`config.mk`:
```
export PLATFORM = sky130hd
export DESIGN_NAME = spi_master_ctrl
export DESIGN_NICKNAME = d
export VERILOG_FILES = /design/src/rtl/spi_master_ctrl.sv
export SDC_FILE = /design/constraint.sdc
export NUM_CORES = 1
export LEC_CHECK = 0
export CORE_MARGIN = 4
export CORE_UTILIZATION = 45
export CTS_CLUSTER_DIAMETER = 200
export DETAILED_ROUTE_END_ITERATION = 16
export PLACE_DENSITY = 0.74
export SLEW_MARGIN = 15
export SYNTH_ARGS = -nofsm -noshare
export SYNTH_HDL_FRONTEND = slang
export SYNTH_SLANG_ARGS = --single-unit
```
`constraint.sdc`:
```
create_clock -name i_clk -period 2.4 [get_ports i_clk]
set_clock_uncertainty 0.1 [all_clocks]
set_input_delay 0.36 -clock i_clk [delete_from_list [all_inputs] [get_ports i_clk]]
set_output_delay 0.36 -clock i_clk [all_outputs]
set_load 0.01 [all_outputs]
```
`src/rtl/spi_master_ctrl.sv`:
```
// SPI mode-0 master that streams n_tx bytes from a register file out on MOSI
// and writes each received MISO byte back through a second write port.
module spi_master_ctrl #(
    parameter int N       = 8,
    parameter int CLK_DIV = 4
) (
    input  logic          i_clk,
    input  logic          i_rst,
    input  logic          i_start,
    input  logic [N-1:0]  i_n_tx,
    input  logic [7:0]    i_tx_data,
    input  logic          i_miso,
    output logic [N-1:0]  o_rd_addr,
    output logic          o_wr_en,
    output logic [N-1:0]  o_wr_addr,
    output logic [31:0]   o_wr_data,
    output logic          o_sclk,
    output logic          o_mosi,
    output logic          o_cs_n,
    output logic          o_busy,
    output logic          o_done
);
    localparam int CW = $clog2(CLK_DIV);

    typedef enum logic [2:0] {IDLE, LOAD, FETCH, SHIFT, STORE, FINISH} state_t;

    state_t         r_state;
    logic [N-1:0]   r_ntx;
    logic [N-1:0]   r_idx;
    logic [7:0]     r_sreg;
    logic [7:0]     r_rx;
    logic [CW-1:0]  r_div;
    logic [2:0]     r_bit;

    always_ff @(posedge i_clk or posedge i_rst) begin
        if (i_rst) begin
            r_state   <= IDLE;
            r_ntx     <= '0;
            r_idx     <= '0;
            r_sreg    <= '0;
            r_rx      <= '0;
            r_div     <= '0;
            r_bit     <= '0;
            o_rd_addr <= '0;
            o_wr_en   <= 1'b0;
            o_wr_addr <= '0;
            o_wr_data <= '0;
            o_sclk    <= 1'b0;
            o_mosi    <= 1'b0;
            o_cs_n    <= 1'b1;
            o_done    <= 1'b0;
        end else begin
            o_wr_en <= 1'b0;
            o_done  <= 1'b0;
            case (r_state)
                IDLE: begin
                    if (i_start) begin
                        if (i_n_tx != '0) begin
                            r_ntx     <= i_n_tx;
                            r_idx     <= '0;
                            o_rd_addr <= '0;
                            o_cs_n    <= 1'b0;
                            r_state   <= LOAD;
                        end else begin
                            o_done  <= 1'b1;
                            r_state <= FINISH;
                        end
                    end
                end
                // rd_addr was set on entry; register file answers during FETCH
                LOAD: r_state <= FETCH;
                FETCH: begin
                    r_sreg  <= i_tx_data;
                    o_mosi  <= i_tx_data[7];
                    r_bit   <= '0;
                    r_div   <= '0;
                    r_state <= SHIFT;
                end
                SHIFT: begin
                    if (r_div == CW'(CLK_DIV - 1)) begin
                        r_div <= '0;
                        if (!o_sclk) begin
                            o_sclk <= 1'b1;
                            r_rx   <= {r_rx[6:0], i_miso};
                        end else begin
                            o_sclk <= 1'b0;
                            if (r_bit == 3'd7) begin
                                o_wr_en   <= 1'b1;
                                o_wr_addr <= r_idx;
                                o_wr_data <= {24'b0, r_rx};
                                r_state   <= STORE;
                            end else begin
                                r_bit  <= r_bit + 3'd1;
                                r_sreg <= {r_sreg[6:0], 1'b0};
                                o_mosi <= r_sreg[6];
                            end
                        end
                    end else begin
                        r_div <= r_div + 1'b1;
                    end
                end
                STORE: begin
                    if (r_idx == r_ntx - 1'b1) begin
                        o_cs_n  <= 1'b1;
                        o_done  <= 1'b1;
                        r_state <= FINISH;
                    end else begin
                        r_idx     <= r_idx + 1'b1;
                        o_rd_addr <= r_idx + 1'b1;
                        r_state   <= LOAD;
                    end
                end
                FINISH: r_state <= IDLE;
                default: r_state <= IDLE;
            endcase
        end
    end

    assign o_busy = (r_state != IDLE);
endmodule

```
==> impl_metrics.json <==
{
  "vias_per_cell": 5.163,
  "power.leakage_nw": 1.840,
  "dr_total_vias": 2251,
  "fmax_ghz": 0.4473,
  "wl_per_cell_um": 14.44,
  "startpoint": "r_ntx[0]$_DFFE_PP0P_",
  "ys_seq_elements": 60,
  "start_kind": "flop",
  "port-buffer-count": 49,
  "cts_num_sinks": 60,
  "postRouteAntennaNets": 0,
  "yosysTopAreaCell": "dfrtp_1",
  "crit_required_ns": 2.53,
  "drive_above_1_share_pct": 21.17,
  "drtIter0Drc": 79,
  "vdd_drop_max_mv": 0.6188,
  "fin_area_um2": 3901,
  "synth_edf_count": 0,
  "die_y_um": 90.18,
  "nFillCells": 547,
  "area_growth_pct": 28.37,
  "clock_latency_ns": 0.34,
  "worstPathArrival_ns": 2.37,
  "ys.warnings.count": 0,
  "cts_tree": "built",
  "die_w_um": 90.18,
  "crit_path_max_fanout": 8,
  "hold_viol": 0,
  "antenna_found_initial": 0,
  "hpwlAfterDp_um": 4506,
  "grt_pass1_wl_um": 10740,
  "powerDensity_nw_per_um2": 963.8,
  "place_ws_ns": -0.007926,
  "rsz0062_at_grt": "no",
  "grt-ovfl-total": 0,
  "drc": 0,
  "critPathKind": "flop to flop",
  "totalWireLength_um": 6295,
  "async_flop_share_pct": 100.0,
  "synth_top_area_share_pct": 48.58,
  "netlist_area_um2": 3039,
  "final-seq-area_um2": 1503,
  "final_nets": 379,
  "synthCells": 287,
  "reg2reg_from": "r_ntx[0]$_DFFE_PP0P_",
  "cap_violations": 0,
  "start_util_pct": 47.06,
  "status": "finished clean",
  "grt_pass1_vias": 2265,
  "yosys-top-cells-count": "dfrtp_1, nand2_1, buf_4, mux2_2, o21ai_0",
  "critPathCaptureType": "flop",
  "die-area_um2": 8132,
  "rows": 29,
  "multi_input_area_um2": 1383,
  "cts_htree_levels": 3,
  "utilization_pct": 60.40,
  "core_area_um2": 6459,
  "yosysMostFrequentCell": "dfrtp_1",
  "ys.flop_type": "dfrtp_1",
  "antenna_cells_inserted": 0,
  "gp_congestion": 0.7439,
  "setup_viol": 0,
  "grt_max_degree": 42,
  "clk_transition_reported_paths_ns": 0.07,
  "ys_seq_area_share_pct": 49.44,
  "placed_cell_area_um2": 3627,
  "grt.total_usage_pct": 16.20,
  "ios": 74,
  "finalMaxSlewViolations": 0,
  "cts_buffers": 9,
  "finalCritPeriodShare_pct": 93.15,
  "drt-pass1-iter-count": 4,
  "fin_crit_ns": 2.236,
  "clockBufferDepth": 2,
  "synth.top_cells.by_area": "dfrtp_1, mux2_2, buf_4",
  "setup_ws_ns": 0.1643,
  "hp-class": "input pin to asynchronous set/reset pin",
  "synth.distinct_cells": 46,
  "root_buffer": "clkbuf_8",
  "syn_avg_cell_area_um2": 10.59,
  "power.total_mw": 3.760
}
## flip-flops by register name (all words and copies together), names as in the netlist, 3 cells and up
signal	count
o_wr_addr	8
o_wr_data	8
r_bit	3
r_state	3
r_ntx	8
r_idx	8
r_sreg	7
r_rx	8
## logic make-up after synthesis
family	after synthesis	synth area share, %
buf+inv	42	8.687
mux	32	11.57
simple gates	89	14.29
fa+ha+maj	5	2.058
flops	60	49.44
xor+xnor	10	2.882
other cells	1	0.1234
compound gates	48	10.95
## worst max-delay path, cell delays in order, from the launching register on
cell	delay, ns
dfrtp_1	0.35
inv_1	0.06
ha_2	0.24
o21ba_2	0.21
a221oi_1	0.31
a41oi_1	0.13
a211oi_4	0.33
buf_4	0.23
o21ai_0	0.09
o31ai_1	0.09
## path summary, 6_finish.rpt
check,cells past startpoint,to,slack (ns)
min in group i_clk,2,r_sreg[1]$_DFFE_PP0P_,0.39
max in group asynchronous,3,o_cs_n$_DFFE_PP1P_,1.33
max,9,r_idx[0]$_DFFE_PP0P_,0.16
min,2,o_wr_data[0]$_DFFE_PP0P_,0.23
max reg2reg,9,r_idx[0]$_DFFE_PP0P_,0.16
min reg2reg,2,r_sreg[1]$_DFFE_PP0P_,0.39
## metrics by stage
stage	setup TNS (ns)	instances	hold slack (ns)
2_1_floorplan	0	310	0.3415
3_3_place_gp	0	418	0.3554
3_5_place_dp	-0.01400	418	0.3725
4_1_cts	0	436	0.2345
5_1_grt	0	436	0.2643
6_report	0	436	0.2342
## layer usage
layer,GRT usage [%],wire [um],vias up
met1,20.70,2762,1070
met3,5.342,432,6
li1,-,-,1093
met2,26.07,3039,82
met4,5.102,60,0
met5,0,0,-
## power by group
part / internal, mW / total (mW) / switching, mW
sequential: 1.23 / 1.43 / 0.198
combinational: 0.603 / 1.29 / 0.688
clock: 0.643 / 1.04 / 0.399
## placed cells by master (no fill, tap or decap), drive strengths merged, types with 7 or more instances in the layout
cell	count
dfrtp	59
clkdlybuf4s50	49
nand2	41
mux2	25
conb	24
o21ai	20
buf	19
clkbuf	11
nor2	10
a21oi	10
nand3	8
nor3	8
mux2i	7
inv	7
## final cells by class
cell class | count | area share (%)
repair buffers | 68 | 16.87
multi-input cells | 208 | 35.44
clock buffers | 11 | 3.881
inverters | 7 | 0.6735
well taps | 77 | 2.470
flip-flops and latches | 60 | 38.52
clock inverters | 5 | 2.149
## repair_timing
action | 4_1_cts | 5_1_grt
buffers inserted | 2 | 0
pin swaps | 1 | 1
resized for setup | 0 | 4
hold buffers | 0 | 0
endpoints found under the setup margin | 3 | 9
Note: power is estimated with default switching activity, not from simulation.
